==> config.mk <==
export PLATFORM = sky130hd
export DESIGN_NAME = inst_fetch_unit
export DESIGN_NICKNAME = d
export VERILOG_FILES = /design/src/rtl/fetch_pkg.sv /design/src/rtl/fetch_skid_fifo.sv /design/src/rtl/inst_fetch_unit.sv
export SDC_FILE = /design/constraint.sdc
export NUM_CORES = 1
export LEC_CHECK = 0
export BUFFER_PORTS_ARGS = -buffer_cell sky130_fd_sc_hd__buf_2
export CAP_MARGIN = 20
export CORE_ASPECT_RATIO = 1.25
export CORE_MARGIN = 2
export CORE_UTILIZATION = 32
export CTS_CLUSTER_SIZE = 40
export DETAILED_ROUTE_END_ITERATION = 6
export PLACE_DENSITY = 0.6
export SLEW_MARGIN = 20
export SYNTH_ARGS = -nofsm -noshare
export SYNTH_HDL_FRONTEND = slang
export SYNTH_SLANG_ARGS = --single-unit
==> constraint.sdc <==
create_clock -name clk -period 4.19 [get_ports clk]
set_clock_uncertainty 0.1 [all_clocks]
set_input_delay 0.838 -clock clk [delete_from_list [all_inputs] [get_ports clk]]
set_output_delay 0.838 -clock clk [all_outputs]
set_load 0.05 [all_outputs]
==> src/rtl/fetch_pkg.sv <==
// Shared widths, reset PC and the entry/fault types used by the instruction fetch unit.
package fetch_pkg;
  localparam int ADDR_W = 32;
  localparam int INST_W = 32;
  localparam logic [ADDR_W-1:0] RESET_PC = '0;

  typedef struct packed {
    logic [ADDR_W-1:0] pc;
    logic [INST_W-1:0] inst;
  } fetch_entry_t;

  typedef enum logic [1:0] {
    FC_NONE,
    FC_RANGE,
    FC_MISALIGN
  } fault_cause_t;
endpackage

==> src/rtl/fetch_skid_fifo.sv <==
// Two-entry FIFO of {pc, inst} pairs between the ROM return path and decode.
module fetch_skid_fifo
  import fetch_pkg::*;
(
  input  logic         clk,
  input  logic         rst_n,
  input  logic         i_push,
  input  fetch_entry_t i_entry,
  input  logic         i_pop,
  input  logic         i_flush,
  output logic [1:0]   o_count,
  output fetch_entry_t o_head
);

  fetch_entry_t r_mem [2];
  logic         r_wr_ptr;
  logic         r_rd_ptr;
  logic [1:0]   r_count;

  always_ff @(posedge clk or negedge rst_n) begin
    if (!rst_n) begin
      r_mem[0] <= '0;
      r_mem[1] <= '0;
      r_wr_ptr <= 1'b0;
      r_rd_ptr <= 1'b0;
      r_count  <= 2'd0;
    end else if (i_flush) begin
      r_wr_ptr <= 1'b0;
      r_rd_ptr <= 1'b0;
      r_count  <= 2'd0;
    end else begin
      if (i_push) begin
        r_mem[r_wr_ptr] <= i_entry;
        r_wr_ptr        <= ~r_wr_ptr;
      end
      if (i_pop) begin
        r_rd_ptr <= ~r_rd_ptr;
      end
      r_count <= r_count + 2'(i_push) - 2'(i_pop);
    end
  end

  assign o_count = r_count;
  assign o_head  = r_mem[r_rd_ptr];

endmodule

==> src/rtl/inst_fetch_unit.sv <==
// Instruction fetch initiator: PC generation, ROM addressing with 1-cycle return,
// credit-limited buffering toward decode, redirects and sticky fetch faults.
module inst_fetch_unit
  import fetch_pkg::*;
#(
  parameter int ROM_WORDS = 19,
  parameter int DEPTH     = 2
) (
  input  logic              clk,
  input  logic              rst_n,
  output logic [ADDR_W-1:0] Address,
  input  logic [INST_W-1:0] InstIn,
  input  logic              RedirectValid,
  input  logic [ADDR_W-1:0] RedirectPc,
  output logic              InstValid,
  input  logic              InstReady,
  output logic [ADDR_W-1:0] InstPc,
  output logic [INST_W-1:0] InstOut,
  output logic              Fault,
  output logic [ADDR_W-1:0] FaultPc
);

  localparam logic [ADDR_W-1:0] PC_LIMIT = ADDR_W'(ROM_WORDS * 4);

  logic [ADDR_W-1:0] r_pc;
  logic [ADDR_W-1:0] r_addr;
  logic [ADDR_W-1:0] r_tag;
  logic [ADDR_W-1:0] r_fault_pc;
  logic              r_inflight;
  fault_cause_t      r_cause;

  logic [1:0]        w_count;
  logic [2:0]        w_occ;
  logic              w_pop;
  logic              w_push;
  logic              w_issue;
  logic              w_fault;
  logic              w_in_range;
  fetch_entry_t      w_head;
  fetch_entry_t      w_entry;

  assign w_fault    = (r_cause != FC_NONE);
  assign w_in_range = (r_pc < PC_LIMIT);
  assign w_pop      = InstValid & InstReady;
  // Occupancy after this cycle's dequeue; the in-flight word already owns a slot.
  assign w_occ      = 3'(w_count) + 3'(r_inflight) - 3'(w_pop);
  assign w_issue    = !w_fault && !RedirectValid && w_in_range && (w_occ < 3'(DEPTH));
  assign w_push     = r_inflight && !RedirectValid;
  assign w_entry    = '{pc: r_tag, inst: InstIn};

  // The ROM samples Address on the issue edge, so the new PC is driven during the issue cycle.
  assign Address = w_issue ? r_pc : r_addr;

  always_ff @(posedge clk or negedge rst_n) begin
    if (!rst_n) begin
      r_pc       <= RESET_PC;
      r_addr     <= RESET_PC;
      r_tag      <= '0;
      r_fault_pc <= '0;
      r_inflight <= 1'b0;
      r_cause    <= FC_NONE;
    end else if (RedirectValid) begin
      r_pc       <= RedirectPc;
      r_inflight <= 1'b0;
      if (RedirectPc[1:0] != 2'b00) begin
        r_cause    <= FC_MISALIGN;
        r_fault_pc <= RedirectPc;
      end else begin
        r_cause <= FC_NONE;
      end
    end else begin
      if (w_issue) begin
        r_pc       <= r_pc + ADDR_W'(4);
        r_addr     <= r_pc;
        r_tag      <= r_pc;
        r_inflight <= 1'b1;
      end else begin
        r_inflight <= 1'b0;
      end
      if (!w_fault && !w_in_range) begin
        r_cause    <= FC_RANGE;
        r_fault_pc <= r_pc;
      end
    end
  end

  fetch_skid_fifo u_fifo (
    .clk     (clk),
    .rst_n   (rst_n),
    .i_push  (w_push),
    .i_entry (w_entry),
    .i_pop   (w_pop),
    .i_flush (RedirectValid),
    .o_count (w_count),
    .o_head  (w_head)
  );

  assign InstValid = (w_count != 2'd0);
  assign InstPc    = w_head.pc;
  assign InstOut   = w_head.inst;
  assign Fault     = w_fault;
  assign FaultPc   = r_fault_pc;

endmodule

==> results.py <==
metrics = {
    "placed_design": {
        "hpwl_mm": 14.8,
        "placedCellCount": 1320,
        "place.gp.congestion": 0.716,
        "post_dp_cell_area_um2": 12500,
        "place.port_buffers": 197,
        "place_ws_ns": 0.0792,
    },
    "synth": {
        "yosysTopAreaCellShare": 0.603,
        "syn_area_um2": 10900,
        "synth-compound-area-share": 0.0153,
        "synthMuxAreaShare": 0.285,
        "synth_top_family_by_area": "multiplexers",
        "synthesis.nets": 791,
        "syn_inst": 718,
        "synth-simple-area-share": 0.0636,
        "synth_fa_ha_area_frac": 0.00642,
        "yosys_warnings": 0,
        "synth_area_leaders": "dfrtp_1 60%, mux2_2 25%, nor2b_1 4.4%",
        "synth_top_cell_by_area": "dfrtp_1",
        "seq_area_frac_synth": 0.603,
        "ys_types": 37,
        "ys_seq_elements": 263,
        "synth_xor_area_frac": 0.00642,
        "synth_area_per_cell_um2": 15.2,
    },
    "drt": {
        "num_vias": 6376,
        "drt_iter0_drc": 171,
        "post-route-drc-count": 0,
        "wl_per_cell_um": 16.6,
        "dr.pass1.iters": 4,
        "viasPerCell": 4.63,
        "ant_nets": 0,
        "wl_mm": 22.9,
    },
    "layout": {
        "stdcell_area_um2": 13700,
        "nets": 1006,
        "fin_util": 0.406,
        "drive_gt1_frac": 0.586,
        "area_growth_pct": 25.2,
        "fin_cells": 1377,
    },
    "power": {
        "combPwrFrac": 0.143,
        "leakage_nw": 7.07,
        "ir_drop_mv": 0.322,
        "seq_power_share": 0.451,
        "p_total_mw": 6.13,
        "p_clk_frac": 0.407,
        "switching_share": 0.269,
        "p_sw_mw": 1.65,
        "internal_power_mw": 4.48,
        "power_density_nw_per_um2": 449,
    },
    "worst_setup_path": {
        "startpoint_type": "register",
        "regToRegStartpoint": "u_fifo.o_count[0]$_DFF_PN0_",
        "path_cells": "or2_4 -> and2_4 -> ha_4 -> nand2b_4 -> fa_2 -> nand3_2 -> nor3_4 -> buf_12 -> mux2_4 -> buf_8",
        "critPathMaxFanout": 8,
        "crit_path_end_kind": "output port",
        "slowest_delay_ns": 0.54,
        "cp_slowest_cell": "fa_2",
        "rr_worst_depth": 11,
        "path_class": "register to output port",
        "worst-r2r-setup-slack_ns": 0.90,
        "critPathBufInv": 2,
        "cp_top_family": "simple AND/OR/NAND/NOR gates",
        "r2r-end": "r_addr[1]$_DFFE_PN0N_",
        "path_depth": 10,
        "worst_ep_arrival_time_ns": 3.17,
        "cp.required_ns": 3.25,
    },
    "timing": {
        "hold_slack_ns": 0.198,
        "period_share": 0.980,
        "final_hold_viol_count": 0,
        "relSlewSlack": 0.490,
        "period_needed_ns": 4.10,
        "rsz0062_at_grt": "true",
        "worst_pin_slew_ns": 0.765,
        "setup_slack_ns": 0.0851,
        "tns_ns": 0,
        "fmax_ghz": 0.244,
        "slew_violations": 0,
        "setup_viol": 0,
    },
    "global_routing": {
        "overflow": 0,
        "grt.total_usage": 0.131,
        "grt_max_degree": 97,
        "grt_pass1_vias": 7019,
        "grt_first_pass_wirelength_mm": 37.6,
        "antenna_found_initial": 2,
    },
    "run_status": {
        "status": "finished clean",
    },
    "cts": {
        "clock_sinks": 263,
        "clk_pin_slew_worst_paths_ns": 0.06,
        "cts_tree": "built",
        "cts_buffer_depth": 3,
        "clock-root-buffer": "clkbuf_16",
        "cts_made_buffers": 28,
        "htree_levels": 1,
        "clk_latency_ns": 0.55,
    },
    "floorplanning": {
        "fp.dieH_um": 210,
        "initial_core_util": 0.325,
        "ios": 198,
        "die_area_um2": 35600,
        "coreArea_um2": 33600,
        "rows": 75,
        "die_x_um": 169,
    },
    "worst_hold_path": {
        "worstHoldPathType": "input pin to asynchronous set/reset pin",
    },
    "job": {
        "drv_cap": 0,
    },
}
## routing by layer
layer  GRT usage  part of all wire  up-vias
met2       0.218              0.47      162
met4      0.0448             0.027        2
met3      0.0377             0.070       46
li1            -                 -     2946
met1       0.163              0.43     3220
met5           0           0.00039        -
## registers in the layout, indices dropped and copies added (netlist names)
name             flops
r_addr              32
u_fifo.r_mem       128
u_fifo.r_rd_ptr      1
r_inflight           1
FaultPc             32
u_fifo.o_count       2
u_fifo.r_wr_ptr      1
r_cause              2
r_pc                32
r_tag               32
## power by group through the flow
| stage | Sequential (mW) | Combinational, mW | Clock [mW] |
|---|---|---|---|
| after global placement | 2.81 | 0.837 | 0 |
| after floorplan | 2.98 | 0.412 | 0 |
| after detailed placement | 2.81 | 0.839 | 0 |
| after CTS | 2.76 | 0.875 | 2.60 |
| after global routing | 2.78 | 0.942 | 2.69 |
| final | 2.76 | 0.877 | 2.49 |
## what timing repair did
item / CTS / global route
setup endpoints to repair: 32 / 32
hold endpoints to repair: 0 / 0
buffers inserted: 4 / 2
pin swaps: 5 / 2
gates cloned: 0 / 0
resized for setup: 58 / 1
hold buffers: 0 / 0
## cell usage in the layout, fill, tap and decap left out, types with 7 or more instances in the layout
| master | instances |
|---|---|
| buf_2 | 164 |
| buf_4 | 45 |
| buf_8 | 7 |
| clkbuf_16 | 28 |
| clkbuf_8 | 8 |
| dfrtp_1 | 262 |
| inv_1 | 7 |
| mux2_2 | 234 |
| mux2_4 | 32 |
| nor2b_1 | 76 |
| o21ai_0 | 9 |
## final cells by class
class / instances / area [µm²]
antenna: 1 / 2.50
sequential: 263 / 6590
inverter: 7 / 26.3
clock buffer: 40 / 826
tap: 423 / 529
multi-input combinational: 410 / 4180
timing repair buffer: 223 / 1400
clock inverter: 10 / 114
fill: 3163 / 19900
## how the worst max path moves through the flow
stage                                      from         end  slack, ns
finish              u_fifo.o_count[0]$_DFF_PN0_  Address[0]       0.09
global route        u_fifo.o_count[0]$_DFF_PN0_  Address[1]      -0.04
CTS                 u_fifo.o_count[0]$_DFF_PN0_  Address[1]      -0.05
detailed placement                    InstReady  Address[4]       0.08
global placement                      InstReady  Address[5]       0.13
floorplan           u_fifo.o_count[1]$_DFF_PN0_  Address[4]       0.05
## Yosys cell counts
| cell | count |
|---|---|
| o31ai_2 | 1 |
| mux2_2 | 240 |
| a211oi_2 | 1 |
| nand3b_1 | 1 |
| xor2_1 | 1 |
| nor4_2 | 4 |
| clkbuf_1 | 16 |
| nor3_1 | 1 |
| nor3_4 | 1 |
| nand4_2 | 2 |
| nand2b_1 | 2 |
| nor2b_1 | 76 |
| dfrtp_1 | 263 |
| buf_6 | 4 |
| nor2_1 | 4 |
| mux2_4 | 26 |
| nand3_1 | 2 |
| buf_4 | 2 |
| nand2_2 | 2 |
| ha_1 | 4 |
| fa_1 | 1 |
| o21a_1 | 4 |
| o21ai_4 | 1 |
| o22a_1 | 4 |
| nor4_1 | 3 |
| a21oi_1 | 1 |
| o21ai_0 | 10 |
| or2_2 | 1 |
| o21ai_1 | 1 |
| inv_1 | 7 |
| nand2_1 | 6 |
| buf_2 | 13 |
| and2_1 | 1 |
| buf_1 | 3 |
| nor3_2 | 1 |
| mux2i_1 | 1 |
| xnor2_1 | 7 |
## worst reg2reg max path, cell delays in order, from the launching register on
cell,delay [ns]
dfrtp_1,0.38
or2_4,0.25
and2_4,0.15
ha_4,0.20
nand2b_4,0.14
fa_2,0.54
nand3_2,0.10
nor3_4,0.19
buf_12,0.19
buf_12,0.17
buf_4,0.38
mux2_2,0.39
## kinds of logic (layout without fill, tap and decap cells)
logic type | Yosys count | count (layout)
AOI/OAI and AO/OA | 23 | 23
xor gates and xnor gates | 8 | 8
adders and majority gates | 5 | 5
buffers and inverters | 45 | 280
DFF | 263 | 263
muxes | 267 | 267
other | 0 | 1
and+or+nand+nor | 107 | 107
Power figures use the tool's default switching activity.
